## src/rtl/stream_sequencer.sv

```systemverilog
// stream_sequencer
//   Programmable stimulus source. Up to DEPTH words are loaded while idle,
//   then played out on a valid/ready stream on `start`, with last-beat
//   marking, backpressure handling and a one-cycle completion pulse.
//
//   Optional feature macro: SEQ_LOOP_EN
//     defined   -> `loop` high at the last-beat transfer wraps back to entry 0
//     undefined -> `loop` is accepted but ignored
//
// Ports
//   clk        : clock, rising edge
//   reset      : asynchronous active-high reset
//   wr_en      : sequence memory write strobe (honoured only while idle)
//   wr_addr    : write address
//   wr_data    : write data
//   len        : number of entries to play, sampled with start (clamped to DEPTH)
//   start      : begin playback (level, idle only)
//   stop       : abort playback, no done
//   loop       : repeat the sequence (SEQ_LOOP_EN only)
//   dout_ready : consumer accepts the current beat
//   dout       : current stream word (registered)
//   dout_valid : dout is valid
//   dout_last  : current beat is entry len_q-1
//   busy       : registered copy of the PLAY state
//   done       : one-cycle pulse after the final beat of a non-looping playback
module stream_sequencer #(
  parameter int DATA_WIDTH = 32,
  parameter int DEPTH      = 16
) (
  input  logic                       clk,
  input  logic                       reset,
  input  logic                       wr_en,
  input  logic [$clog2(DEPTH)-1:0]   wr_addr,
  input  logic [DATA_WIDTH-1:0]      wr_data,
  input  logic [$clog2(DEPTH):0]     len,
  input  logic                       start,
  input  logic                       stop,
  input  logic                       loop,
  input  logic                       dout_ready,
  output logic [DATA_WIDTH-1:0]      dout,
  output logic                       dout_valid,
  output logic                       dout_last,
  output logic                       busy,
  output logic                       done
);

  localparam int AW = $clog2(DEPTH);
  localparam int LW = AW + 1;
  localparam logic [LW-1:0] DEPTH_L = LW'(DEPTH);

  typedef enum logic {
    IDLE = 1'b0,
    PLAY = 1'b1
  } state_t;

  state_t                state_q, state_d;
  logic [AW-1:0]         ptr_q, ptr_d;
  logic [LW-1:0]         len_q, len_d;
  logic [DATA_WIDTH-1:0] dout_q, dout_d;
  logic                  valid_q, valid_d;
  logic                  last_q, last_d;
  logic                  busy_q, busy_d;
  logic                  done_q, done_d;

  logic [DATA_WIDTH-1:0] mem [DEPTH];

  logic [LW-1:0]         len_eff;
  logic [AW-1:0]         ptr_inc;
  logic [DATA_WIDTH-1:0] first_word;
  logic                  xfer;
  logic                  loop_go;

`ifdef SEQ_LOOP_EN
  assign loop_go = loop;
`else
  assign loop_go = 1'b0;
  logic unused_loop;
  assign unused_loop = loop;
`endif

  // Memory is intentionally not reset; it survives a reset for replay.
  always_ff @(posedge clk) begin
    if (state_q == IDLE && wr_en) begin
      mem[wr_addr] <= wr_data;
    end
  end

  always_comb begin
    len_eff = (len > DEPTH_L) ? DEPTH_L : len;
    ptr_inc = ptr_q + AW'(1);
    xfer    = valid_q && dout_ready;
    // A write to entry 0 in the start cycle must be seen by the first beat,
    // so bypass the array on that address.
    first_word = (wr_en && wr_addr == '0) ? wr_data : mem[0];
  end

  always_comb begin
    state_d = state_q;
    ptr_d   = ptr_q;
    len_d   = len_q;
    dout_d  = dout_q;
    valid_d = valid_q;
    last_d  = last_q;
    done_d  = 1'b0;

    case (state_q)
      IDLE: begin
        if (start && len != '0) begin
          state_d = PLAY;
          len_d   = len_eff;
          ptr_d   = '0;
          dout_d  = first_word;
          valid_d = 1'b1;
          last_d  = (len_eff == LW'(1));
        end
      end
      PLAY: begin
        if (stop) begin
          state_d = IDLE;
          valid_d = 1'b0;
          last_d  = 1'b0;
        end else if (xfer) begin
          if (last_q) begin
            if (loop_go) begin
              ptr_d  = '0;
              dout_d = mem[0];
              last_d = (len_q == LW'(1));
            end else begin
              state_d = IDLE;
              valid_d = 1'b0;
              last_d  = 1'b0;
              done_d  = 1'b1;
            end
          end else begin
            ptr_d  = ptr_inc;
            dout_d = mem[ptr_inc];
            last_d = ({1'b0, ptr_inc} == len_q - LW'(1));
          end
        end
      end
      default: begin
        state_d = IDLE;
        valid_d = 1'b0;
        last_d  = 1'b0;
      end
    endcase

    busy_d = (state_d == PLAY);
  end

  always_ff @(posedge clk or posedge reset) begin
    if (reset) begin
      state_q <= IDLE;
      ptr_q   <= '0;
      len_q   <= '0;
      dout_q  <= '0;
      valid_q <= 1'b0;
      last_q  <= 1'b0;
      busy_q  <= 1'b0;
      done_q  <= 1'b0;
    end else begin
      state_q <= state_d;
      ptr_q   <= ptr_d;
      len_q   <= len_d;
      dout_q  <= dout_d;
      valid_q <= valid_d;
      last_q  <= last_d;
      busy_q  <= busy_d;
      done_q  <= done_d;
    end
  end

  assign dout       = dout_q;
  assign dout_valid = valid_q;
  assign dout_last  = last_q;
  assign busy       = busy_q;
  assign done       = done_q;

endmodule

```

## config.mk

```make
export PLATFORM = sky130hd
export DESIGN_NAME = stream_sequencer
export DESIGN_NICKNAME = d
export VERILOG_FILES = /design/src/rtl/stream_sequencer.sv
export SDC_FILE = /design/constraint.sdc
export NUM_CORES = 1
export LEC_CHECK = 0
export ABC_AREA = 1
export CAP_MARGIN = 20
export CORE_UTILIZATION = 26
export CTS_CLUSTER_SIZE = 30
export DETAILED_ROUTE_END_ITERATION = 6
export PLACE_DENSITY = 0.49
export SLEW_MARGIN = 20
export SYNTH_ARGS = -nofsm -noshare
export SYNTH_HDL_FRONTEND = slang
export SYNTH_SLANG_ARGS = --single-unit
export TNS_END_PERCENT = 100
```

## constraint.sdc

```tcl
create_clock -name clk -period 3.8 [get_ports clk]
set_clock_uncertainty 0.05 [all_clocks]
set_input_delay 0.38 -clock clk [delete_from_list [all_inputs] [get_ports clk]]
set_output_delay 0.38 -clock clk [all_outputs]
set_load 0.01 [all_outputs]
```

---- Word-level counts from Yosys, hierarchy flattened ----
Memories as Yosys holds them, arrays and structs flattened.
Index checks and enable logic that the tools add are counted.
W data, S select, Z words.
operators by class
  $add $sub $neg .......................... 2
  order comparisons ....................... 1
  eq/ne operators ......................... 8
  multiplexer cells ....................... 33
  bitwise operators ....................... 1
  reductions and logical operators ........ 10
operators by type and width
  operator               count
  $mux W32               5
  $pmux W32 S2           1
  $mux W1                18
  $mux W4                4
  $pmux W4 S2            1
  $pmux W1 S2            3
  $eq A4 B5 Y1           1
  $eq A5 B1 Y1 const B   1
  $gt A5 B5 Y1 const B   1
  $mux W5                1
  $reduce_bool A5 Y1     1
  $sub A5 B1 Y5 const B  1
  $add A4 B1 Y4 const B  1
  $logic_and A1 B1 Y1    4
  $logic_not A4 Y1       1
  $ne A2 B1 Y1 const B   2
  $ne A2 B2 Y1 const B   2
  $reduce_and A2 Y1      2
  $reduce_and A4 Y1      1
  $ne A3 B2 Y1 const B   1
  $ne A3 B3 Y1 const B   1
  $reduce_and A3 Y1      1
  $not A1 Y1             1
word-level totals
  register bits after elaboration ......... 45
  memory bits (writable) .................. 512
  input bits .............................. 48
  word-level logic and storage cells ...... 63
  memories ................................ 1
memory list
  name  words  bits a word  rd ports  clocked after memory_dff  write ports  RTL line  text
  mem   16     32           2         0                         1            65        logic [DATA_WIDTH-1:0] mem [DEPTH];

---- Depth between registers and ports, before layout ----
  depth in word-level cells ............... 6
  mapped depth ............................ 12

---- Least setup slack after synthesis ----
No wires, ideal clock.
  path kind ............................... flip-flop to flip-flop
  start ................................... register busy (netlist name)
  end ..................................... memory mem[11][0], enable pin
  data arrival time ....................... 2,280 ps
  data required time ...................... 3,329 ps
  slack ................................... 1,049 ps
  stages on the path, launching flop included .. 5
  buffers on the path ..................... 1
  path through ............................ dfrtp_1 -> buf_4 -> nor2_1 -> nand3_1 -> nor2_1
RTL lines
  item              RTL line
  end: declaration  65

---- Final worst setup path ----
  start ................................... register ptr_q[0]
  end ..................................... register dout_q[0], in the netlist dout[0]
between the ends
  cells in the longest elaborated chain, start to end .. 6
RTL lines
  item                      RTL line  text
  start: declaration        57        logic [AW-1:0] ptr_q, ptr_d;
  start signal: assignment  163       ptr_q <= ptr_d;
  $add A4 B1 Y4             90        ptr_inc = ptr_q + AW'(1);
  $mem_v2 Z16 W32           --
  $mux W32                  123       if (last_q) begin
  $mux W32                  122       end else if (xfer) begin
  $mux W32                  118       if (stop) begin
  $pmux W32 S2              106       case (state_q)
  end signal: assignment    165       dout_q <= dout_d;
  end: declaration          59        logic [DATA_WIDTH-1:0] dout_q, dout_d;
No other way between the ends. The select of a mux whose other input is x is not followed.
A chain may end at the register's enable or synchronous reset.

==> flow_metrics.env <==
export IMPL_syn_to_final_growth_pct=17.2
export IMPL_synth_compound_area_share_pct=6.18
export IMPL_die_height_um=300
export IMPL_syn_inst=2052
export IMPL_yosys_top_cells_area="edfxtp_1, nor2_1, nand2_1"
export IMPL_layout_drive_gt1_share_pct=7.34
export IMPL_yosys_area_share_simple_pct=18.3
export IMPL_p_leak_nw=9.32
export IMPL_rows=109
export IMPL_grt_overflow=0
export IMPL_ir_worst_vdd_v=0.000329
export IMPL_cp_end_kind="register"
export IMPL_power_density_mw_per_mm2=559
export IMPL_intPower_mw=10.9
export IMPL_initial_utilization_pct=26.2
export IMPL_hold_viol_final=0
export IMPL_dieArea_mm2=0.0903
export IMPL_grt_pass1_wl_um=98900
export IMPL_dp_hpwl_um=33700
export IMPL_finalCritPeriodShare_pct=65.6
export IMPL_reg2reg_from="ptr_q[0]$_DFFE_PP0P_"
export IMPL_cts_hold_buf=0
export IMPL_wire_per_inst_um=20.0
export IMPL_io_buffers=82
export IMPL_synth_largest_area_cell="edfxtp_1"
export IMPL_fin_crit_ns=2.49
export IMPL_total_power_mw=15.2
export IMPL_cts_setup_buffers=0
export IMPL_tightestPinTransition_ns=1.09
export IMPL_fin_hold_ws_ns=0.109
export IMPL_place_ws_ns=0.790
export IMPL_outcome="complete, no violations"
export IMPL_grt_total_usage_pct=14.8
export IMPL_pwr_share_comb_pct=18.0
export IMPL_min_path_type="input pin to async pin"
export IMPL_syn_nets=2102
export IMPL_critPathMaxStageDelay_ns=0.54
export IMPL_crit_top_cell="nand2_1"
export IMPL_slew_headroom_pct=27.3
export IMPL_startpoint_type="register"
export IMPL_setup_tns_ns=0
export IMPL_critPathBufInv=2
export IMPL_grt_max_degree=208
export IMPL_coreArea_mm2=0.0882
export IMPL_grt_pass1_vias=15100
export IMPL_ant_nets=0
export IMPL_path_clk_slew_ns=0.06
export IMPL_vias=15200
export IMPL_synthAdderAreaFrac_pct=0.108
export IMPL_synth_mux_area_share_pct=0
export IMPL_cts_buffers=57
export IMPL_ctsHtreeMaxLevel=2
export IMPL_layout_setup_ws_ns=1.31
export IMPL_fin_util_pct=30.8
export IMPL_avgSynthCellArea_um2=11.3
export IMPL_ys_ff_latch=557
export IMPL_nets=2169
export IMPL_clock_fmax_ghz=0.401
export IMPL_pwr_share_clk_pct=35.1
export IMPL_reg2reg_slack_ns=1.31
export IMPL_r2r_end="dout[0]$_DFFE_PP0P_"
export IMPL_cp_top_family="buffers and inverters"
export IMPL_ioPinCount=84
export IMPL_cts_root_buf="clkbuf_16"
export IMPL_cts_tree="yes"
export IMPL_arrival_ns=2.95
export IMPL_required_ns=4.25
export IMPL_via_per_inst=4.57
export IMPL_p_switching_mw=4.29
export IMPL_cts_sinks=557
export IMPL_worstSkewPairLatency_ns=0.62
export IMPL_rsz0062_at_grt="false"
export IMPL_die_w_um=300
export IMPL_synth_area_mm2=0.0232
export IMPL_post_cts_resized=0
export IMPL_dr_pass1_iters=7
export IMPL_drt_iter0_drc=1255
export IMPL_clockBufferDepth=3
export IMPL_yosysWarnings=0
export IMPL_crit_slowest_cell="dfrtp_4"
export IMPL_rr_worst_depth=10
export IMPL_yosysTopAreaCellShare_pct=66.4
export IMPL_drt_wl_total_um=66500
export IMPL_fillers=8833
export IMPL_switching_share_pct=28.3
export IMPL_drc=0
export IMPL_sequentialPowerShare_pct=46.9
export IMPL_crit_path_max_fanout=58
export IMPL_timing_worst_setup_path_type="register to register"
export IMPL_synth_xor_area_share_pct=0.297
export IMPL_routabilityCongestion=0.741
export IMPL_antenna_cells=0
export IMPL_cap_viol_max_count=0
export IMPL_crit_chain="ha_4 -> inv_4 -> buf_12 -> nor2_1 -> o21ai_0 -> nand3_1 -> nand2_1 -> nand2_1 -> nand3b_1 -> nand2_1"
export IMPL_synth_top_family_by_area="simple AND/OR/NAND/NOR gates"
export IMPL_seq_area_frac_synth_pct=71.3
export IMPL_antenna_found_initial=1
export IMPL_report_final_slew_viol_count=0
export IMPL_yosysUniqueCellTypes=30
export IMPL_finalSetupViolations=0
[sequential cells by signal (all words and copies together), names as in the netlist]
signal and count:
busy 1, dout_valid 1, done 1, dout_last 1
len_q 5, ptr_q 4, mem 512, dout 32
[area by class of cell]
class	count	area, um^2	share of cell area (%)
inverter	57	221	0.816
clock buffer	78	1540	5.65
timing repair buffer	128	1290	4.76
clock inverter	27	218	0.802
tap	1165	1460	5.37
multi-input combinational	1318	5920	21.8
sequential	557	16500	60.8
[cells in the final DEF (no fill, tap or decap), types with 2 or more instances in the layout]
master	count
clkinvlp_4	3
clkinv_2	10
clkdlybuf4s50_1	82
nand3_1	177
nor2_4	18
buf_12	10
inv_6	2
xor2_1	4
o211ai_1	18
nand2_2	3
inv_2	3
clkinv_1	7
o21ai_0	133
clkinv_8	2
xnor2_1	2
dfrtp_1	44
nor2_1	449
clkbuf_1	18
buf_4	36
inv_1	52
a21oi_1	14
edfxtp_1	512
o21ai_1	106
clkbuf_16	57
nand3b_1	31
nand2_1	351
clkinv_4	2
nand3_2	3
bufinv_16	2
clkbuf_8	3
o22ai_1	2
[power by group through the flow]
stage / Sequential, mW / Combinational [mW] / Clock (mW)
6_report: 7.12 / 2.72 / 5.33
5_1_grt: 7.14 / 3.05 / 5.65
4_1_cts: 7.13 / 2.77 / 5.45
3_5_place_dp: 7.25 / 2.75 / 0
3_3_place_gp: 7.25 / 2.74 / 0
2_1_floorplan: 7.23 / 1.65 / 0
[synth_stat cells]
cell type,n
nor2_2,1
clkbuf_1,28
nand3_2,2
xnor2_1,2
dfrtp_1,45
inv_2,3
buf_2,47
a2bb2oi_1,1
a21oi_1,14
or2_2,1
inv_1,54
buf_6,18
buf_1,20
o211ai_1,18
nand2_2,1
nand3_1,178
nor3_1,1
xor2_2,1
ha_1,2
xor2_1,4
a21boi_0,1
o22ai_1,2
nand3b_1,31
o21ai_0,133
o21ai_1,106
buf_4,7
nor2_1,465
nor2_4,1
nand2_1,353
edfxtp_1,512
[through the flow]
step,area [um^2],std cells
6_report,27100,3330
5_1_grt,27100,3330
4_1_cts,27100,3330
3_5_place_dp,25400,3225
3_3_place_gp,25400,3225
2_1_floorplan,23200,2052
[cells by family (layout without fill, tap and decap cells)]
kind of cell / after synthesis / after routing
AND/OR/NAND/NOR: 1034 / 1034
flip-flops: 557 / 557
AO/OA/AOI/OAI: 275 / 275
buffers and inverters: 177 / 290
XOR/XNOR: 7 / 7
adder cells (fa/ha/maj): 2 / 2
[layer usage]
| layer | up-vias | wire length (um) | global-route usage, % |
|---|---|---|---|
| met3 | 99 | 3280 | 2.45 |
| li1 | 7214 | - | - |
| met4 | 2 | 1850 | 4.70 |
| met5 | - | 15 | 0 |
| met1 | 7531 | 29500 | 19.4 |
| met2 | 360 | 31900 | 24.8 |
[how the worst max path moves through the flow]
stage / from / to / cells past startpoint
CTS: busy$_DFF_PP0_ / mem[3][7]$_DFFE_PP_ / 4
floorplan: busy$_DFF_PP0_ / mem[11][0]$_DFFE_PP_ / 4
finish: ptr_q[0]$_DFFE_PP0P_ / dout[0]$_DFFE_PP0P_ / 10
detailed placement: wr_en / mem[3][2]$_DFFE_PP_ / 6
global route: ptr_q[0]$_DFFE_PP0P_ / dout[0]$_DFFE_PP0P_ / 10
global placement: wr_en / mem[3][1]$_DFFE_PP_ / 6
Power figures use the tool's default switching activity.
